$ cat src/rtl/mux_arb.sv
// mux_arb: round-robin arbiter for two requesters sharing a 2:1 mux.
// It supports hold-limit preemption and optional turnaround (dead) cycles between grants.
module mux_arb #(
    parameter int HOLD_MAX = 8,
    parameter int TURN     = 1
) (
    input  logic clk,
    input  logic rst,
    input  logic req_a,
    input  logic req_b,
    input  logic last_a,
    input  logic last_b,
    output logic sel,
    output logic gnt_a,
    output logic gnt_b,
    output logic busy
);
    typedef enum logic [1:0] {S_IDLE, S_GNT_A, S_GNT_B, S_TURN} state_t;
    localparam logic [7:0] HM = 8'(HOLD_MAX);
    localparam logic [1:0] TL = 2'(TURN - 1);
    state_t     r_state;
    logic       r_ptr;
    logic       r_rdy;
    logic [7:0] r_hold;
    logic [1:0] r_tcnt;
    logic       w_ra, w_rb, w_la, w_lb, w_rel, w_arb, w_ga, w_gb;
    // Only a solid 1 counts as asserted, so x/z on the inputs can never produce a grant.
    always_comb begin
        w_ra  = (req_a === 1'b1);
        w_rb  = (req_b === 1'b1);
        w_la  = (last_a === 1'b1);
        w_lb  = (last_b === 1'b1);
        w_rel = (r_state == S_GNT_A) ? (!w_ra || w_la || (r_hold == HM && w_rb)) :
                (r_state == S_GNT_B) ? (!w_rb || w_lb || (r_hold == HM && w_ra)) : 1'b0;
        w_arb = (r_state == S_IDLE && r_rdy) || (r_state == S_TURN && r_tcnt == 2'd0) ||
                (w_rel && TURN == 0);
        w_ga  = w_arb && w_ra && (!w_rb || !r_ptr);
        w_gb  = w_arb && w_rb && (!w_ra || r_ptr);
    end
    // r_rdy holds off arbitration for the first edge after reset; r_ptr=1 means B has priority.
    always_ff @(posedge clk or posedge rst) begin
        if (rst) begin
            r_state <= S_IDLE;
            gnt_a   <= 1'b0;
            gnt_b   <= 1'b0;
            busy    <= 1'b0;
            sel     <= 1'b0;
            r_ptr   <= 1'b0;
            r_rdy   <= 1'b0;
            r_hold  <= 8'd0;
            r_tcnt  <= 2'd0;
        end else begin
            r_rdy <= 1'b1;
            if (w_ga || w_gb) begin
                r_state <= w_ga ? S_GNT_A : S_GNT_B;
                gnt_a   <= w_ga;
                gnt_b   <= w_gb;
                sel     <= w_gb;
                busy    <= 1'b1;
                r_ptr   <= w_ga;
                r_hold  <= 8'd1;
            end else if (w_rel) begin
                r_state <= (TURN > 0) ? S_TURN : S_IDLE;
                gnt_a   <= 1'b0;
                gnt_b   <= 1'b0;
                busy    <= (TURN > 0);
                r_hold  <= 8'd0;
                r_tcnt  <= TL;
            end else if (r_state == S_TURN) begin
                if (r_tcnt == 2'd0) begin
                    r_state <= S_IDLE;
                    busy    <= 1'b0;
                end else begin
                    r_tcnt <= r_tcnt - 2'd1;
                end
            end else if (r_hold != 8'd0 && r_hold != HM) begin
                r_hold <= r_hold + 8'd1;
            end
        end
    end
endmodule

$ cat config.mk
export PLATFORM = sky130hd
export DESIGN_NAME = mux_arb
export DESIGN_NICKNAME = d
export VERILOG_FILES = /design/src/rtl/mux_arb.sv
export SDC_FILE = /design/constraint.sdc
export NUM_CORES = 1
export LEC_CHECK = 0
export BUFFER_PORTS_ARGS = -buffer_cell sky130_fd_sc_hd__buf_4
export CAP_MARGIN = 40
export CORE_ASPECT_RATIO = 0.8
export CORE_MARGIN = 2
export CORE_UTILIZATION = 30
export CTS_CLUSTER_DIAMETER = 30
export DETAILED_ROUTE_END_ITERATION = 10
export PLACE_DENSITY = 0.55
export SLEW_MARGIN = 25
export SYNTH_ARGS = -nofsm -noshare
export SYNTH_HDL_FRONTEND = slang
export SYNTH_SLANG_ARGS = --single-unit
export TNS_END_PERCENT = 5
$ cat constraint.sdc
create_clock -name clk -period 2 [get_ports clk]
set_clock_uncertainty 0.15 [all_clocks]
set_input_delay 0.2 -clock clk [delete_from_list [all_inputs] [get_ports clk]]
set_output_delay 0.2 -clock clk [all_outputs]
set_load 0.02 [all_outputs]
Word level (Yosys, flattened, before mapping)
Cells that the tools add are included.
{"block": "totals", "out_inout_bits": 4, "ff_bits": 18, "word_cells": 75}
{"block": "classes", "n_mux": 21, "bitwise_logic": 1, "reduce_logical": 31, "n_eq_ne": 11, "addsub": 2}
{"op": "8-bit two-way mux", "count": 4}
{"op": "2-bit two-way mux", "count": 8}
{"op": "1-bit logical AND", "count": 9}
{"op": "1-bit two-way mux", "count": 9}
{"op": "3-bit nonzero test", "count": 3}
{"op": "8-bit by 1-bit adder with 8-bit output (second input constant)", "count": 1}
{"op": "8-bit by 4-bit == test with 1-bit output (second input constant)", "count": 1}
{"op": "1-bit logical OR", "count": 8}
{"op": "8-bit by 4-bit != test with 1-bit output (second input constant)", "count": 1}
{"op": "8-bit nonzero test", "count": 1}
{"op": "2-bit == test (second input constant)", "count": 2}
{"op": "1-bit case equality test (second input constant)", "count": 4}
{"op": "2-bit zero test", "count": 2}
{"op": "2-bit AND reduction", "count": 2}
{"op": "2-bit nonzero test", "count": 2}
{"op": "1-bit zero test", "count": 3}
{"op": "3-bit by 2-bit != test with 1-bit output (second input constant)", "count": 1}
{"op": "3-bit AND reduction", "count": 1}
{"op": "2-bit by 1-bit == test with 1-bit output (second input constant)", "count": 1}
{"op": "2-bit != test (second input constant)", "count": 1}
{"op": "2-bit by 1-bit subtractor with 2-bit output (second input constant)", "count": 1}
{"op": "1-bit NOT", "count": 1}

Logic depth before layout (Yosys ltp)
Gate-level depths: netlist (run 1).
{"block": "logic_depth", "depth_word": 8, "mapped_depth": 7, "mapped_depth_nobuf": 7}

Worst setup path after synthesis (run 1)
No wires, ideal clock.
{"block": "synth_timing", "path_type": "register to register", "from": "register r_hold[4]", "to": "register r_hold[3]", "path_stages_with_launch": 6, "setup_slack_ns": -0.138, "setup_time_ns": 0.126, "required_time_ns": 1.724, "t_arrival_ns": 1.862, "synth_period_minus_slack_ns": 2.138, "path_cell_list": "dfrtp_1 > or4_4 > o311ai_4 > a221oi_2 > and3_1 > a221o_1"}
{"block": "synth_between", "elab_chain_cells": 7, "word_cells_on_any_way": 15}
{"item": "from (decl)", "line_no": "24", "source": "logic [7:0] r_hold;"}
{"item": "from (signal assigned)", "line_no": "77", "source": "r_hold <= r_hold + 8'd1;"}
{"item": "8-bit by 4-bit == test with 1-bit output", "line_no": "33, 34"}
{"item": "1-bit logical AND", "line_no": "34", "source": "(r_state == S_GNT_B) ? (!w_rb || w_lb || (r_hold == HM && w_ra)) : 1'b0;"}
{"item": "1-bit logical OR", "line_no": "34"}
{"item": "1-bit two-way mux", "line_no": "34"}
{"item": "1-bit two-way mux", "line_no": "33", "source": "w_rel = (r_state == S_GNT_A) ? (!w_ra || w_la || (r_hold == HM && w_rb)) :"}
{"item": "3-bit by 2-bit != test with 1-bit output (no source line), or another cell as far along"}
{"item": "2-bit AND reduction (no source line) / 8-bit two-way mux (equally long branches)"}
Several ways; a longest one is shown, not always the timed one.
A chain may end at the register's enable or synchronous reset.

Worst setup path after layout (run 1)
{"block": "layout_timing", "from": "register r_hold[7]", "to": "register r_hold[2]"}
Same word-level chain as after synthesis.

==> run_results.csv, run 1 <==
group,metric,value,unit
status,status,"finished with violations",
status,violations,"setup timing",
setup_path,startpoint,"r_hold[7]",
detailed_routing,totalWireLength,2.47,mm
detailed_routing,first_pass_iters,4,
clocking,cts_tree,"yes",
global_route,grt_pass1_vias,913,
layout,fin_nets,154,
clocking,cts_setup_buffers,0,
power,pwr-share-seq,27.5,%
synth,synth_top_area_share,42.3,%
place,place_congestion,0.721,
global_route,grt_pass1_wl,4.25,mm
power,ir_drop,0.000441,V
floorplanning,die_y,57.3,microns
layout,drive_above_1_share,31.3,%
place,port_buffers,9,
layout,layout_common_cells,"buf_4 (27), dfrtp_1 (18), nand2_1 (13)",
power,power_leakage,0.688,nW
place,placed_area,1320,sq um
setup_path,worstReg2RegEnd,"r_hold[2]",
layout,top_register,"r_hold",
power,internal_power,0.00119,W
sta,hold_ws,0.174,ns
power,swShare,40.5,%
synth,synthFlopType,"dfrtp_1",
flow_run,cap_viol_max_count,0,
clocking,cts_made_buffers,3,
synth,synth.net_count,123,
global_route,grt_use_total,13.4,%
floorplanning,die_w,70.6,microns
global_route,overflow,0,
detailed_routing,vias,954,
floorplanning,initial_utilization,31.1,%
power,clock_power_share,15.1,%
min_path,hold_class,"in -> reg",
detailed_routing,vias_per_cell,5.13,
place,hpwl,1.83,mm
power,p_comb_share,57.4,%
setup_path,cp_max_fo,7,
min_path,min_to,"r_hold[0]",
synth,synth_top_cells_by_area,"dfrtp_1 (42%), a221o_1 (5.6%), nand2_1 (5.3%)",
sta,fmax,0.466,GHz
min_path,hold_depth,3,
layout,layout_commonest_cell,"buf_4",
detailed_routing,drt_iter0_markers,30,
min_path,hold_start,"req_b",
detailed_routing,wl_per_cell,13.3,microns
layout,area_growth,34.0,%
layout,fin_area,1430,sq um
synth,ys_warn_count,0,
clocking,h-tree-depth,1,
setup_path,worstSetupPathType,"reg -> reg",
layout,n_fill_cell,349,
synth,yosysSeqAreaShare,42.3,%
detailed_routing,drtAntennaViolNets,0,
setup_path,timing.rr.start,"r_hold[7]",
global_route,grt_max_degree,19,
synth,synthArstFlopShare,100,%
clocking,clk-insertion-delay-late,0.25,ns
detailed_routing,drcViolationCount,0,
setup_path,reg2reg_slack,-0.15,ns
setup_path,worst-r2r-cell-count,5,
synth,synth.distinct_cells,34,
floorplanning,dieArea,4050,sq um
clocking,clk_pin_slew,0.07,ns
sta,period_minus_slack,2.15,ns
floorplanning,coreArea,3420,sq um
synth,synthCells,114,
synth,synth-edff-count,0,
synth,syn_area,1070,sq um
sta,finalCritPeriodShare,107,%
layout,top_regs,"r_hold: 8 flops, r_state: 2 flops, r_tcnt: 2 flops",
synth,avgSynthCellArea,9.35,sq um
layout,largest_reg_flops,8,
setup_path,worst_ep_required_time,1.99,ns
sta,slew_viol_final,0,
floorplanning,top_level_ports,10,
global_route,antenna_found_initial,0,
layout,n_antenna_cell,0,
synth,ys_ff_latch,18,
setup_path,worstPathArrival,2.14,ns
floorplanning,placementRows,19,
sta,finalSetupViolations,9,
sta,worst_slack,-0.145,ns
setup_path,cp-start-kind,"register",
clocking,cts_max_path_buffers,2,
setup_path,end_kind,"register",
power,p_per_area,1400,nW/um^2
synth,yosys.area.top_type,"dfrtp_1",
sta,hold_violations,0,
clocking,cts_root_buf,"clkbuf_8",
power,switching_power,0.000809,W
clocking,cts.sinks,18,
sta,rsz0062_at_grt,"true",
-- metrics by stage --
step | setup TNS [ns] | setup slack (ns) | instances | util (%) | power [W]
final | -0.921 | -0.145 | 186 | 41.7 | 0.00200
after global routing | -1.58 | -0.210 | 186 | 41.7 | 0.00215
after CTS | -0.941 | -0.147 | 185 | 40.9 | 0.00197
after detailed placement | -1.07 | -0.151 | 180 | 38.6 | 0.00163
after global placement | -0.806 | -0.118 | 180 | 38.6 | 0.00162
after floorplan | -0.312 | -0.0612 | 114 | - | 0.00121
-- kinds of logic after synthesis --
kind of cell | after synthesis | synth area share, %
compound gates | 31 | 25.8
simple gates | 48 | 23.5
fa+ha+maj | 3 | 3.52
flops | 18 | 42.3
buf+inv | 13 | 4.58
other cells | 1 | 0.352
-- final cells by class --
class,instances,area [sq um],area share (%)
repair buffers,29,228,15.9
multi-input cells,83,606,42.4
well taps,42,52.6,3.68
flip-flops and latches,18,450,31.5
clock buffers,4,55.1,3.85
inverters,10,37.5,2.63
-- Yosys cell counts, types with 2 or more instances --
library cell  count
dfrtp_1          18
nand2_1          15
inv_1            10
nor2_1            7
o21ai_0           7
a221o_1           6
a21oi_1           5
and3_1            5
clkbuf_1          3
ha_1              3
nand2b_1          3
nand3_1           3
nor2b_1           3
and2_1            2
nor3_1            2
o22ai_1           2
o311ai_4          2
or2_2             2
-- worst max path at each step --
stage / to / slack [ns] / cells after the start
floorplan: r_hold[6] / -0.06 / 5
detailed placement: r_hold[3] / -0.15 / 6
global route: r_hold[3] / -0.21 / 5
finish: r_hold[2] / -0.15 / 5
CTS: r_hold[2] / -0.15 / 5
global placement: r_hold[5] / -0.12 / 5
-- timing repair --
item	CTS	global route
setup endpoints to repair	12	13
hold buffers	1	0
endpoints found under the hold margin	18	0
pin swaps	3	0
gates resized for setup	2	4
-- critical path, stage by stage, from the launching register on --
cell and delay (ns):
dfrtp_1 0.39, or4_4 0.59, o311ai_4 0.31, a221oi_4 0.15, and3b_1 0.19, a221o_1 0.25
-- routing by layer --
metal	share of wire [%]	up-vias	GRT usage, %	routed length (microns)
met3	2.1	4	3.53	51
met5	0	-	0	0
met2	45	16	20.4	1130
met1	50	462	17.9	1250
met4	2.0	0	6.74	50
li1	-	472	-	-
-- power by group through the flow --
stage	combinational (W)	clock [W]	sequential [W]
3_5_place_dp	0.00108	0	0.000554
3_3_place_gp	0.00107	0	0.000550
4_1_cts	0.00112	0.000310	0.000547
6_report	0.00114	0.000302	0.000549
5_1_grt	0.00125	0.000331	0.000566
2_1_floorplan	0.000633	0	0.000575
No activity file was read; power rests on OpenSTA's default activity.
==> inputs of run 2 (changes only) <==
- GPL_TIMING_DRIVEN: not set -> 0
==> run_results.csv, run 2 (synthesis results as in run 1) <==
group,metric,value,unit
setup_path,cp-start-kind,"register",
layout,top_regs,"r_hold: 8 flops, r_state: 2 flops, r_tcnt: 2 flops",
floorplanning,die_y,57.3,microns
setup_path,critPathMaxStageDelay,0.58,ns
power,switching_power,0.000804,W
layout,seq_area,452,sq um
sta,rsz0062_at_grt,"true",
layout,area_growth,24.3,%
detailed_routing,totalWireLength,2.31,mm
setup_path,worstSetupPathType,"reg -> reg",
setup_path,end_kind,"register",
place,hpwl,1.63,mm
sta,worst_slack,-0.205,ns
global_route,antenna_found_initial,0,
detailed_routing,wl_per_cell,13.5,microns
power,p_comb_share,54.0,%
global_route,grt_pass1_wl,3.86,mm
sta,finalCritPeriodShare,110,%
power,ir_drop,0.000575,V
layout,fin_nets,139,
global_route,grt_pass1_vias,813,
floorplanning,die_w,70.6,microns
sta,worstMarginPinSlew,0.501,ns
power,p_per_area,1390,nW/um^2
min_path,hold_class,"in -> reg",
floorplanning,dieArea,4050,sq um
setup_path,worstPathArrival,2.19,ns
place,place_congestion,0.808,
layout,instances_no_fill,171,
place,port_buffers,9,
status,violations,"setup timing",
sta,tns,-1.21,ns
layout,n_antenna_cell,0,
clocking,cts_max_path_buffers,2,
setup_path,critPathTopFamily,"simple AND/OR/NAND/NOR gates",
layout,drive_above_1_share,22.5,%
sta,hold_violations,0,
setup_path,timing.rr.start,"r_hold[5]",
power,swShare,43.6,%
setup_path,cp_cell_sequence,"or4_4 > o311ai_4 > a221oi_4 > and3_1 > a221o_1",
power,pwr-share-seq,29.6,%
global_route,grt_use_total,12.1,%
layout,n_fill_cell,355,
layout,top_register,"r_hold",
clocking,cts_tree,"yes",
detailed_routing,first_pass_iters,4,
detailed_routing,vias_per_cell,5.15,
clocking,clk-insertion-delay-late,0.25,ns
min_path,hold_start,"req_b",
place,post-place-cells,165,
sta,fmax,0.454,GHz
setup_path,crit_buf_inv,0,
clocking,cts_root_buf,"clkbuf_8",
clocking,cts.sinks,18,
detailed_routing,drt_iter0_markers,24,
setup_path,startpoint,"r_hold[5]",
detailed_routing,drtAntennaViolNets,0,
sta,period_minus_slack,2.20,ns
global_route,overflow,0,
sta,hold_ws,0.185,ns
status,status,"finished with violations",
power,power_leakage,0.605,nW
layout,largest_reg_flops,8,
power,internal_power,0.00104,W
sta,finalSetupViolations,8,
clocking,cts_made_buffers,3,
setup_path,worst_ep_required_time,1.99,ns
floorplanning,initial_utilization,31.1,%
global_route,grt_max_degree,19,
layout,multiInputGateArea,624,sq um
layout,layout_commonest_cell,"dfrtp_1",
setup_path,cp_max_fo,8,
floorplanning,top_level_ports,10,
detailed_routing,drcViolationCount,0,
sta,slew_viol_final,0,
setup_path,critPathSlowestCell,"or4_4",
detailed_routing,vias,880,
floorplanning,coreArea,3420,sq um
floorplanning,placementRows,19,
power,clock_power_share,16.4,%
clocking,clk_pin_slew,0.07,ns
sta,maxSlewHeadroom,66.6,%
clocking,h-tree-depth,1,
layout,layout_common_cells,"dfrtp_1 (17), nand2_1 (15), inv_1 (10)",
flow_run,cap_viol_max_count,0,
-- run 2: changes by cell type in the layout (fill, tap and decap cells not counted), moves of 2 or more --
cell	previous run	this run
buf_4	27	9
nand2_1	13	15
nand2_2	2	0
clkbuf_1	0	3
-- run 2: area by class of cell --
class / instances / share of cell area (%)
inverters: 10 / 2.83
repair buffers: 11 / 6.99
flip-flops and latches: 18 / 34.1
plain buffers: 3 / 0.850
clock buffers: 4 / 4.15
well taps: 42 / 3.97
multi-input cells: 83 / 47.1
-- run 2: stage by stage --
stage / util, % / worst slack (ns) / instance area (sq um) / power (W)
3_3_place_gp: 35.0 / -0.224 / 1200 / 0.00141
6_report: 38.7 / -0.205 / 1330 / 0.00185
4_1_cts: 37.7 / -0.210 / 1290 / 0.00181
5_1_grt: 38.7 / -0.286 / 1330 / 0.00198
2_1_floorplan: - / -0.0612 / 1080 / 0.00121
3_5_place_dp: 35.0 / -0.234 / 1200 / 0.00144
-- run 2: final timing paths --
path | end | slack (ns) | depth (start not counted)
worst max-delay path | r_hold[3] | -0.20 | 5
worst min-delay path | r_hold[0] | 0.18 | 3
worst max register to register | r_hold[3] | -0.20 | 5
worst min register to register | r_tcnt[0] | 0.34 | 1
max in group asynchronous | gnt_a | 1.05 | 4
min in group asynchronous | r_hold[4] | 0.28 | 3
-- run 2: power by group through the flow --
stage	Clock, W	Sequential [W]	Combinational [W]
after global routing	0.000323	0.000561	0.00110
after floorplan	0	0.000575	0.000633
after detailed placement	0	0.000552	0.000886
final	0.000303	0.000546	0.000997
after CTS	0.000311	0.000544	0.000953
after global placement	0	0.000549	0.000866
-- run 2: tightest hold or removal path: stages --
cell,delay [ns]
buf_4,0.15
o22ai_1,0.11
o211ai_1,0.09
-- run 2: what timing repair did --
action / CTS / global route
pin swaps: 0 / 1
buffers inserted: 0 / 0
endpoints found under the hold margin: 18 / 0
gates resized for setup: 5 / 5
hold buffers: 1 / 0
setup endpoints to repair: 9 / 13
-- run 2: routing by layer --
layer	GRT usage (%)	vias up	wire length [microns]
met5	0	-	0
met4	5.93	0	27
met3	2.12	2	43
met2	16.4	8	976
met1	18.5	430	1260
li1	-	440	-
